==> config.mk <==
export PLATFORM = sky130hd
export DESIGN_NAME = filt_fir_mc
export DESIGN_NICKNAME = d
export VERILOG_FILES = /design/src/rtl/filt_fir_mc_pkg.sv /design/src/rtl/filt_fir_mc_mac.sv /design/src/rtl/filt_fir_mc.sv
export SDC_FILE = /design/constraint.sdc
export NUM_CORES = 2
export LEC_CHECK = 0
export ABC_AREA = 1
export CAP_MARGIN = 10
export CORE_MARGIN = 3
export CORE_UTILIZATION = 35
export CTS_BUF_LIST = sky130_fd_sc_hd__clkbuf_2 sky130_fd_sc_hd__clkbuf_4 sky130_fd_sc_hd__clkbuf_8
export DETAILED_ROUTE_END_ITERATION = 10
export MAX_ROUTING_LAYER = met4
export PLACE_DENSITY = 0.47
export SLEW_MARGIN = 10
export SYNTH_ARGS = -nofsm -noshare
export SYNTH_HDL_FRONTEND = slang
export SYNTH_SLANG_ARGS = --single-unit
==> constraint.sdc <==
create_clock -name i_clk -period 22.3 [get_ports i_clk]
set_input_delay 4.46 -clock i_clk [delete_from_list [all_inputs] [get_ports i_clk]]
set_output_delay 4.46 -clock i_clk [all_outputs]
set_load 0.05 [all_outputs]
==> src/rtl/filt_fir_mc_pkg.sv <==
// Shared types and helpers for the multi-channel FIR filter.
// Output saturation is selected with FILT_FIR_MC_SAT_EN.
package filt_fir_mc_pkg;

  typedef enum logic [1:0] {
    ST_IDLE,
    ST_MAC,
    ST_OUT
  } state_t;

  function automatic int acc_width(int iw, int cw, int l);
    return iw + cw + $clog2(l);
  endfunction

  function automatic int ch_width(int c);
    return (c > 1) ? $clog2(c) : 1;
  endfunction

  // Caller keeps the low w bits; with sat=0 that is a plain wrap.
  function automatic logic signed [63:0] sat_wrap(
    logic signed [63:0] v,
    int                 w,
    logic               sat
  );
    logic signed [63:0] hi;
    logic signed [63:0] lo;
    hi = (64'sd1 <<< (w - 1)) - 64'sd1;
    lo = -hi - 64'sd1;
    if (!sat) return v;
    if (v > hi) return hi;
    if (v < lo) return lo;
    return v;
  endfunction

endpackage

==> src/rtl/filt_fir_mc_mac.sv <==
// Shared multiply-accumulate plus output shift and sat/wrap register.
// FILT_FIR_MC_SAT_EN selects clipping instead of two's-complement wrap.
module filt_fir_mc_mac
  import filt_fir_mc_pkg::*;
#(
  parameter int gp_inp_width    = 16,
  parameter int gp_coeff_width  = 16,
  parameter int gp_coeff_length = 16,
  parameter int gp_oup_shift    = 0,
  parameter int gp_oup_width    = 16
) (
  input  logic                             i_clk,
  input  logic                             i_rst,
  input  logic                             i_ena,
  input  logic                             i_clr,
  input  logic                             i_mac,
  input  logic                             i_last,
  input  logic signed [gp_coeff_width-1:0] i_coeff,
  input  logic signed [gp_inp_width-1:0]   i_sample,
  output logic signed [gp_oup_width-1:0]   o_data
);

  localparam int AW = acc_width(gp_inp_width, gp_coeff_width,
                                gp_coeff_length);
  localparam int PW = gp_inp_width + gp_coeff_width;

`ifdef FILT_FIR_MC_SAT_EN
  localparam logic SAT = 1'b1;
`else
  localparam logic SAT = 1'b0;
`endif

  logic signed [AW-1:0] acc_q;
  logic signed [AW-1:0] acc_d;
  logic signed [PW-1:0] prod;
  logic signed [63:0]   res;
  logic signed [63:0]   fmt;
  logic                 unused_hi;

  always_comb begin
    prod  = PW'(i_coeff) * PW'(i_sample);
    acc_d = acc_q + AW'(prod);
    res   = 64'(acc_d) >>> gp_oup_shift;
    fmt   = sat_wrap(res, gp_oup_width, SAT);
  end

  assign unused_hi = ^fmt[63:gp_oup_width];

  // The result is captured together with the final product so it is
  // ready in the OUT cycle and held until the next sample completes.
  always_ff @(posedge i_clk) begin
    if (i_rst) begin
      acc_q  <= '0;
      o_data <= '0;
    end else if (i_ena) begin
      if (i_clr) begin
        acc_q <= '0;
      end else if (i_mac) begin
        acc_q <= acc_d;
        if (i_last) o_data <= fmt[gp_oup_width-1:0];
      end
    end
  end

endmodule

==> src/rtl/filt_fir_mc.sv <==
// Multi-channel FIR: one time-shared MAC, per-channel delay lines.
// Define FILT_FIR_MC_SAT_EN to clip the output instead of wrapping.
module filt_fir_mc
  import filt_fir_mc_pkg::*;
#(
  parameter int gp_inp_width    = 16,
  parameter int gp_coeff_width  = 16,
  parameter int gp_coeff_length = 16,
  parameter int gp_nr_ch        = 4,
  parameter int gp_oup_shift    = 0,
  parameter int gp_oup_width    = 16
) (
  input  logic                                    i_clk,
  input  logic                                    i_rst,
  input  logic                                    i_ena,
  input  logic                                    i_valid,
  output logic                                    o_ready,
  input  logic [ch_width(gp_nr_ch)-1:0]           i_ch,
  input  logic signed [gp_inp_width-1:0]          i_data,
  input  logic                                    i_coeff_we,
  input  logic [$clog2(gp_coeff_length)-1:0]      i_coeff_addr,
  input  logic signed [gp_coeff_width-1:0]        i_coeff_data,
  output logic                                    o_valid,
  output logic [ch_width(gp_nr_ch)-1:0]           o_ch,
  output logic signed [gp_oup_width-1:0]          o_data
);

  localparam int L  = gp_coeff_length;
  localparam int C  = gp_nr_ch;
  localparam int CW = ch_width(C);
  localparam int KW = $clog2(L);

  state_t st_q, st_d;

  logic [KW-1:0] k_q;
  logic [KW-1:0] wp;
  logic [KW-1:0] idx;
  logic [CW-1:0] ch_q;
  logic [KW-1:0] wptr_q [C];

  logic signed [gp_inp_width-1:0]   x_q [C][L];
  logic signed [gp_coeff_width-1:0] c_q [L];

  logic accept;
  logic ch_ok;
  logic take;
  logic last;
  logic cw_ok;

  // Ready is gated by the enable so a handshake never goes unregistered.
  assign o_ready = (st_q == ST_IDLE) & i_ena & ~i_rst;
  assign o_valid = (st_q == ST_OUT) & i_ena & ~i_rst;
  assign accept  = o_ready & i_valid;
  assign ch_ok   = 32'(i_ch) < C;
  assign take    = accept & ch_ok;
  assign last    = k_q == KW'(L - 1);
  assign cw_ok   = i_coeff_we & (st_q == ST_IDLE)
                 & (32'(i_coeff_addr) < L);

  always_comb begin
    wp = wptr_q[ch_q];
    if (wp >= k_q) idx = wp - k_q;
    else           idx = KW'(32'(wp) + L - 32'(k_q));
  end

  always_comb begin
    st_d = st_q;
    unique case (st_q)
      ST_IDLE: if (take) st_d = ST_MAC;
      ST_MAC:  if (last) st_d = ST_OUT;
      ST_OUT:  st_d = ST_IDLE;
      default: st_d = ST_IDLE;
    endcase
  end

  always_ff @(posedge i_clk) begin
    if (i_rst) begin
      st_q <= ST_IDLE;
      k_q  <= '0;
      ch_q <= '0;
      o_ch <= '0;
      for (int i = 0; i < C; i++) begin
        wptr_q[i] <= '0;
        for (int j = 0; j < L; j++) x_q[i][j] <= '0;
      end
      for (int j = 0; j < L; j++) c_q[j] <= '0;
    end else if (i_ena) begin
      st_q <= st_d;
      if (cw_ok) c_q[i_coeff_addr] <= i_coeff_data;
      if (take) begin
        x_q[i_ch][wptr_q[i_ch]] <= i_data;
        ch_q <= i_ch;
        k_q  <= '0;
      end
      if (st_q == ST_MAC) begin
        k_q <= k_q + 1'b1;
        if (last) o_ch <= ch_q;
      end
      if (st_q == ST_OUT) begin
        wptr_q[ch_q] <= (wptr_q[ch_q] == KW'(L - 1)) ? '0
                      : wptr_q[ch_q] + 1'b1;
      end
    end
  end

  filt_fir_mc_mac #(
    .gp_inp_width   (gp_inp_width),
    .gp_coeff_width (gp_coeff_width),
    .gp_coeff_length(gp_coeff_length),
    .gp_oup_shift   (gp_oup_shift),
    .gp_oup_width   (gp_oup_width)
  ) u_mac (
    .i_clk   (i_clk),
    .i_rst   (i_rst),
    .i_ena   (i_ena),
    .i_clr   (take),
    .i_mac   (st_q == ST_MAC),
    .i_last  (last),
    .i_coeff (c_q[k_q]),
    .i_sample(x_q[ch_q][idx]),
    .o_data  (o_data)
  );

endmodule

==> out/metrics.yaml <==
synth_ff_type: "edfxtp_1"
overflow: 0
seq_area_mm2: 0.0399
layout-drive-gt1-share: 0.0711
yosysSeqAreaShare: 0.613
min_period_ns: 11.52
skew_ns: 0.0625
synth_seq_cells: 1344
drt-pass1-iter-count: 6
critical_path_class: "in2out"
clock-root-buffer: "clkbuf_8"
drtIter0Drc: 4152
place_inst: 8927
synthCells: 6824
stdcell_area_mm2: 0.0717
ys_types: 42
port-buffer-count: 62
p_per_area_mw_per_mm2: 102
floorplan.initialDensity: 0.354
start_kind: "primary input"
total_leakage_power_nw: 28.6
numCtsBuffers: 233
final_nets: 6906
die-area_mm2: 0.191
postCtsHoldBufs: 0
end_kind: "output pin"
seqPwrFrac: 0.395
n_fill_cell: 18500
place_congestion: 0.836
ant_nets: 0
synth_edf_count: 1296
grt_usage: 0.227
clkSlewWorstSetupHoldPaths_ns: 0.06
die_w_um: 437
p_total_mw: 7.30
cts_tree: "built"
multiInputGateArea_mm2: 0.0216
yosys_warnings: 0
post-route-period-util: 0.517
finalSetupTns_ns: 0
vias: 47900
hold_viol: 0
finalMaxSlewViolations: 0
synth_top_cell_by_area: "edfxtp_1"
drc_errors: 0
synthArstFlopShare: 0
syn-cell-area_mm2: 0.0650
p_int_mw: 4.75
cp.arrival_ns: 7.06
fmax_mhz: 86.8
power_frac_comb: 0.294
hold_path.class: "reg2reg"
cts_resized: 0
cts_buffer_depth: 3
setup_viol: 0
yosysTopAreaCellShare: 0.599
clkLatencyLatePin_ns: 0.99
worst_ir_drop_vdd_v: 0.000174
routed_wl_um: 214000
grt_antenna_before_repair: 2
routedWlPerCell_um: 22.9
crit_fanout: 53
std_cell_rows: 157
cts_num_sinks: 1344
required_ns: 17.84
viasPerCell: 5.12
grt_pass1_wl_um: 315000
timing.hold.ws_ns: 0.460
htree_levels: 4
layout.cells.non_filler: 9354
core_area_mm2: 0.184
net-switching-power_mw: 2.54
grt_max_degree: 165
io-pin-count: 63
place_hpwl_um: 124000
post_cts.repair.setup_buffers: 0
synth_nets: 7032
pwr-share-clk: 0.311
status: "complete, no violations"
synthTopCellsByArea: "edfxtp_1 (60%), nand2_1 (9.3%), nand3_1 (8.9%)"
drv_cap: 0
die_h_um: 437
dpl_cell_area_mm2: 0.0671
slew_headroom: 0.258
grt_pass1_vias: 46400
areaGrowthSynthToFinish_pct: 10.4
power.share.switching: 0.349
setup.worst_path.start: "i_rst"
rsz0062_at_grt: "no"
syn_area_per_cell_um2: 9.53
min_from: "u_mac.o_data[1]$_SDFFE_PP0P_"
worstMarginPinSlew_ns: 1.10
==> synth_stat cells, types with 4 or more instances <==
cell	count
o211ai_1	9
o21ai_0	50
ha_1	71
inv_1	318
a21oi_1	50
o21bai_1	4
a22oi_1	4
clkbuf_1	268
buf_4	40
buf_2	147
o21ai_1	14
edfxtp_1	1296
inv_2	23
buf_1	31
nand2_1	1618
xnor2_1	6
clkinv_1	4
fa_1	94
o22ai_1	8
dfxtp_1	48
nand3_1	1156
nand4_1	6
nor2_1	1490
xor2_1	16
nor3_1	14
nand3b_1	4
buf_6	12
==> cell type report <==
cell class                 instances  area share
clock inverter                    84     0.00729
antenna                            3    0.000105
clock buffer                     340      0.0568
multi-input combinational       4637       0.301
inverter                         345      0.0187
timing repair buffer             137      0.0172
tap                             2464      0.0430
sequential                      1344       0.556
==> cells in the final DEF (no fill, tap or decap), types with 5 or more instances in the layout <==
| cell | netlist | routed |
|---|---|---|
| dfxtp_1 | 48 | 44 |
| clkbuf_8 | 0 | 244 |
| inv_4 | 0 | 6 |
| clkinv_2 | 0 | 29 |
| inv_2 | 23 | 6 |
| clkdlybuf4s50_1 | 0 | 62 |
| o21ai_0 | 50 | 50 |
| clkbuf_4 | 0 | 96 |
| nand3_1 | 1156 | 1156 |
| nor3_1 | 14 | 13 |
| edfxtp_1 | 1296 | 1296 |
| inv_1 | 318 | 314 |
| ha_1 | 71 | 70 |
| o21ai_1 | 14 | 14 |
| nand2_1 | 1618 | 1618 |
| o211ai_1 | 9 | 9 |
| fa_1 | 94 | 93 |
| xnor2_1 | 6 | 5 |
| o22ai_1 | 8 | 8 |
| a21oi_1 | 50 | 50 |
| nor2_1 | 1490 | 1487 |
| nand4_1 | 6 | 6 |
| buf_4 | 40 | 71 |
| xor2_1 | 16 | 16 |
| clkinv_1 | 4 | 58 |
==> metal layers <==
layer  global-route usage  wire (um)  vias up
met4               0.0631       5290        0
met2                0.364     103000     1395
li1                     -          -    22400
met1                0.302      93800    23800
met5                    -          0        -
met3               0.0300      11400      305
==> worst paths after layout <==
check,to,slack (ns),cells after the start
setup / recovery,o_ready,10.78,6
hold / removal,u_mac.o_data[1]$_SDFFE_PP0P_,0.46,2
setup reg to reg,u_mac.acc_q[15]$_SDFFE_PP0P_,12.41,38
hold reg to reg,u_mac.o_data[1]$_SDFFE_PP0P_,0.46,2
==> logic make-up (layout without fill, tap and decap cells) <==
logic type | count (synthesis) | after routing | synth area share
simple gates | 4294 | 4294 | 0.271
xor+xnor | 24 | 24 | 0.00381
other cells | 0 | 3 | 0
buf+inv | 843 | 906 | 0.0552
compound gates | 154 | 154 | 0.0136
fa+ha+maj | 165 | 165 | 0.0426
flops | 1344 | 1344 | 0.613
==> critical path, stage by stage <==
cell             delay [ns]
clkdlybuf4s50_1        0.40
buf_4                  0.26
inv_4                  0.74
nand4_1                0.20
inv_1                  0.17
clkdlybuf4s50_1        0.82
==> per-stage QoR <==
stage	setup slack, ns	util
after floorplan	12.44	-
after global placement	10.76	0.365
after detailed placement	10.75	0.365
after CTS	10.75	0.390
after global routing	10.66	0.390
final	10.78	0.390
==> power by group through the flow <==
stage / registers (mW) / logic (mW) / clock network (mW)
floorplan: 2.92 / 1.47 / 0
global placement: 2.93 / 2.18 / 0
detailed placement: 2.94 / 2.17 / 0
CTS: 2.88 / 2.18 / 2.32
finish: 2.88 / 2.14 / 2.27
global route: 2.89 / 2.44 / 2.43
==> state kept, by name, summed over array words and instances (netlist names), named ones only <==
| register | flops |
|---|---|
| wptr_q | 16 |
| st_q | 2 |
| u_mac.acc_q | 16 |
| k_q | 4 |
| x_q | 1024 |
| ch_q | 2 |
| u_mac.o_data | 16 |
| o_ch | 2 |
| c_q | 256 |
No activity file was read; power rests on OpenSTA's default activity.
